<file path="config.mk">
export PLATFORM = sky130hd
export DESIGN_NAME = serial_bit_shifter
export DESIGN_NICKNAME = d
export VERILOG_FILES = /design/src/rtl/serial_pkg.sv /design/src/rtl/serial_bit_shifter.sv
export SDC_FILE = /design/constraint.sdc
export NUM_CORES = 1
export LEC_CHECK = 0
export ABC_AREA = 1
export BUFFER_PORTS_ARGS = -buffer_cell sky130_fd_sc_hd__buf_2
export CAP_MARGIN = 20
export CORE_AREA = 2 2 44 42
export DETAILED_ROUTE_END_ITERATION = 16
export DIE_AREA = 0 0 46 44
export SKIP_LAST_GASP = 1
export SLEW_MARGIN = 20
export SYNTH_ARGS = -nofsm -noshare
export SYNTH_HDL_FRONTEND = slang
export SYNTH_SLANG_ARGS = --single-unit
</file>
<file path="constraint.sdc">
create_clock -name clk -period 1.4 [get_ports clk]
set_input_delay 0.28 -clock clk [delete_from_list [all_inputs] [get_ports clk]]
set_output_delay 0.28 -clock clk [all_outputs]
set_load 0.005 [all_outputs]
</file>
<file path="src/rtl/serial_pkg.sv">
`timescale 1ns/1ps
`default_nettype none
// ============================================================================
//  Module      : serial_pkg
//  Description : Shared definitions for the serial bit shifter and the 1101
//                sequence detector: shifter state codes, default word width
//                and the idle line level.
//  Revision    : 1.0  initial release
// ============================================================================
package serial_pkg;

    // Shifter state codes
    typedef enum logic {
        ST_IDLE  = 1'b0,
        ST_SHIFT = 1'b1
    } state_t;

    // Default parallel word width
    localparam int C_DEFAULT_WIDTH = 8;

    // Level held on the serial line whenever no word is being shifted
    localparam logic C_IDLE_BIT = 1'b0;

endpackage : serial_pkg
`default_nettype wire

</file>
<file path="src/rtl/serial_bit_shifter.sv">
`timescale 1ns/1ps
`default_nettype none
// ============================================================================
//  Module      : serial_bit_shifter
//  Description : Parallel-to-serial converter. Accepts WIDTH-bit words on a
//                valid/ready handshake and emits them one bit per clock on
//                sout, back-to-back without gap bits. sout rests at IDLE_BIT
//                when no word is active.
//  Revision    : 1.0  initial release
// ============================================================================
module serial_bit_shifter
    import serial_pkg::*;
#(
    parameter int   WIDTH     = C_DEFAULT_WIDTH,
    parameter bit   MSB_FIRST = 1'b1,
    parameter logic IDLE_BIT  = C_IDLE_BIT
) (
    input  logic             clk,
    input  logic             rst,
    input  logic [WIDTH-1:0] din,
    input  logic             din_valid,
    output logic             din_ready,
    output logic             sout,
    output logic             sout_valid,
    output logic             busy,
    output logic             last_bit
);

    localparam int             CW         = $clog2(WIDTH);
    localparam logic [CW-1:0]  C_CNT_LAST = CW'(WIDTH - 1);

    state_t             r_state;
    state_t             w_state_nxt;
    logic [WIDTH-1:0]   r_shreg;
    logic [WIDTH-1:0]   w_shreg_nxt;
    logic [WIDTH-1:0]   w_shreg_shifted;
    logic [CW-1:0]      r_cnt;
    logic [CW-1:0]      w_cnt_nxt;
    logic               w_shifting;
    logic               w_last;
    logic               w_accept;
    logic               w_out_bit;

    // Bit ordering: which end of the shift register faces the line, and the
    // direction the register moves to bring the next bit there.
    if (MSB_FIRST) begin : g_msb_first
        assign w_out_bit       = r_shreg[WIDTH-1];
        assign w_shreg_shifted = {r_shreg[WIDTH-2:0], 1'b0};
    end else begin : g_lsb_first
        assign w_out_bit       = r_shreg[0];
        assign w_shreg_shifted = {1'b0, r_shreg[WIDTH-1:1]};
    end

    // Output decode is purely from registers so the detector sees a clean line.
    assign w_shifting = (r_state == ST_SHIFT);
    assign w_last     = w_shifting && (r_cnt == C_CNT_LAST);
    assign busy       = w_shifting;
    assign sout_valid = w_shifting;
    assign last_bit   = w_last;
    assign din_ready  = !w_shifting || w_last;
    assign w_accept   = din_valid && din_ready;
    assign sout       = w_shifting ? w_out_bit : IDLE_BIT;

    // Next-state logic: load on accept (also during the final bit, giving
    // gapless streaming), otherwise shift or fall back to idle.
    always_comb begin
        w_state_nxt = r_state;
        w_shreg_nxt = r_shreg;
        w_cnt_nxt   = r_cnt;
        if (w_accept) begin
            w_shreg_nxt = din;
            w_cnt_nxt   = '0;
            w_state_nxt = ST_SHIFT;
        end else if (w_shifting) begin
            if (w_last) begin
                w_state_nxt = ST_IDLE;
            end else begin
                w_shreg_nxt = w_shreg_shifted;
                w_cnt_nxt   = r_cnt + 1'b1;
            end
        end
    end

    // State, shift register and bit counter; reset discards any partial word.
    always_ff @(posedge clk) begin
        if (rst) begin
            r_state <= ST_IDLE;
            r_shreg <= '0;
            r_cnt   <= '0;
        end else begin
            r_state <= w_state_nxt;
            r_shreg <= w_shreg_nxt;
            r_cnt   <= w_cnt_nxt;
        end
    end

endmodule : serial_bit_shifter
`default_nettype wire

</file>
==> impl_metrics.toml <==
[global_route]
grt_overflow = 0
grt_max_degree = 19
grt_pass1_wl_um = 2060
gr-usage-all-layers_pct = 14.4
antenna_found_initial = 0
grt_pass1_vias = 493

[clock_tree]
cts_htree_levels = 1
cts-root-buf = "clkbuf_4"
cts_tree = "done"
path_clk_slew_ns = 0.07
cts_made_buffers = 3
clk-insertion-delay-late_ns = 0.27
clkSinkCount = 12
clockBufferDepth = 2

[timing]
rsz0062_at_grt = "yes"
finalClockSkew_ns = 0.000161
fmax_mhz = 695
timing.final.crit_period_ns = 1.44
relSlewSlack_pct = 76.0
drv_slew = 0
tightestPinTransition_ns = 0.356
worst_slack_ns = -0.0382
fin_crit_sh_pct = 103
setup_viol = 1
hold_viol_final = 0

[power_and_ir_drop]
power_uw = 696
peakVddDrop_mv = 0.545
power_density_nw_per_um2 = 904
p_leak_uw = 0.000417

[synthesis]
syn_area_um2 = 598
synthTopCellsByArea = "dfxtp_1, nand3_1, nand2_1"
yosysUniqueCellTypes = 14
syn_inst = 84
ys_warn_count = 0
netlist.area_leader.share_pct = 40.2
synth-seq-cells = 12
yosys.area.top_type = "dfxtp_1"
synth-seq-area-share_pct = 40.2
syn_nets = 97
avgSynthCellArea_um2 = 7.12

[status]
run_status = "finished with violations"
violations = "negative setup slack"

[drt]
ant_nets = 0
drtIter0Drc = 9
drt-total-wl_um = 1210
vias_per_cell = 4.67
first_pass_iters = 4
num_vias = 565
wl_per_cell_um = 9.99
drcViolationCount = 0

[finish]
drive_above_1_share_pct = 31.4
nNetsFinal = 120
layout_common_cells = "nand3_1, nand2_1, buf_2, inv_1, dfxtp_1"
postLayoutCoreUtil_pct = 48.8
areaGrowthSynthToFinish_pct = 28.7
insertedDiodeCount = 0
final_common_cell = "nand3_1"

[setup_path]
cp-start-kind = "flop"
critical_path_class = "flop to primary output"
arrival_ns = 1.16
r2r_cells = 9
crit_start = "r_cnt[0]"
path_max_fanout = 3
end_kind = "primary output"
cp.required_ns = 1.12
crit-reg2reg-launch = "r_cnt[0]"

[die]
die-width_um = 46
ios = 16
dieArea_um2 = 2020
core_region_area_um2 = 1580
dieHeight_um = 44
start_util_pct = 37.9
rows = 14

[placed_design]
routabilityCongestion = 0.768
hpwl_um = 811
io_buffers = 15

[min_path]
whs_path_depth = 2
min_path_type = "input port to flop"
min_from = "rst"

[flow_run]
drv_cap = 0
## worst max-delay path, cell delays in order (launching register included)
cell and delay, ns:
dfxtp_2 0.34, ha_4 0.16, ha_4 0.16, inv_2 0.06, nand2_4 0.05, buf_6 0.12
## layer usage
layer  up-vias  global-route usage [%]  part of all wire [%]
li1        307                       -                     -
met1       247                    18.8                    47
met2        11                    20.8                    48
met3         0                    6.25                   4.8
met4         0                    5.14                     0
met5         -                       0                     0
## cells by family after synthesis
kind of cell / Yosys count / share of synthesized area [%]
AO/OA/AOI/OAI: 4 / 3.35
adder cells (fa/ha/maj): 2 / 4.18
buffers and inverters: 17 / 14.4
AND/OR/NAND/NOR: 48 / 36.4
flip-flops: 12 / 40.2
XOR/XNOR: 1 / 1.46
## flip-flops by register name, indices dropped and copies added (netlist names)
register	flops
r_shreg	8
r_cnt	3
busy	1
## per-stage QoR
stage | setup WS [ns] | area, um2 | hold slack (ns) | instances | TNS (ns)
2_1_floorplan | 0.0842 | 598 | 0.349 | 84 | 0
3_3_place_gp | 0.0290 | 686 | 0.457 | 115 | 0
3_5_place_dp | -0.00219 | 686 | 0.456 | 115 | -0.00219
4_1_cts | -0.0449 | 764 | 0.181 | 121 | -0.0449
5_1_grt | -0.0777 | 769 | 0.188 | 121 | -0.139
6_report | -0.0382 | 769 | 0.191 | 121 | -0.0382
## timing repair
| item | CTS | global route |
|---|---|---|
| pin swaps | 1 | 2 |
| setup endpoints to repair | 2 | 14 |
| buffers inserted | 3 | 0 |
| hold buffers | 0 | 0 |
| resized for setup | 8 | 1 |
## where the power goes
part / internal, uW / switching (uW) / total, uW
sequential: 360 / 13.7 / 374
combinational: 56.4 / 60.0 / 116
clock: 99.5 / 106 / 205
## worst paths after layout
kind	endpoint	slack, ns
worst max-delay path	din_ready	-0.04
worst min-delay path	r_shreg[0]	0.19
worst max register to register	r_shreg[6]	0.09
worst min register to register	r_shreg[0]	0.47
## Yosys cell counts
cell / n
nor2_1: 3
inv_2: 1
a21oi_1: 3
o21ai_0: 1
inv_1: 12
nand2_4: 1
nand2_1: 21
nor2_2: 1
nand3_1: 22
buf_4: 2
ha_1: 2
xor2_1: 1
dfxtp_1: 12
buf_6: 2
## cell type report
class | count | area (um2)
timing repair buffer | 22 | 134
sequential | 12 | 243
clock buffer | 3 | 22.5
inverter | 13 | 48.8
fill | 172 | 807
multi-input combinational | 55 | 302
tap | 16 | 20.0
Power figures use the tool's default switching activity.
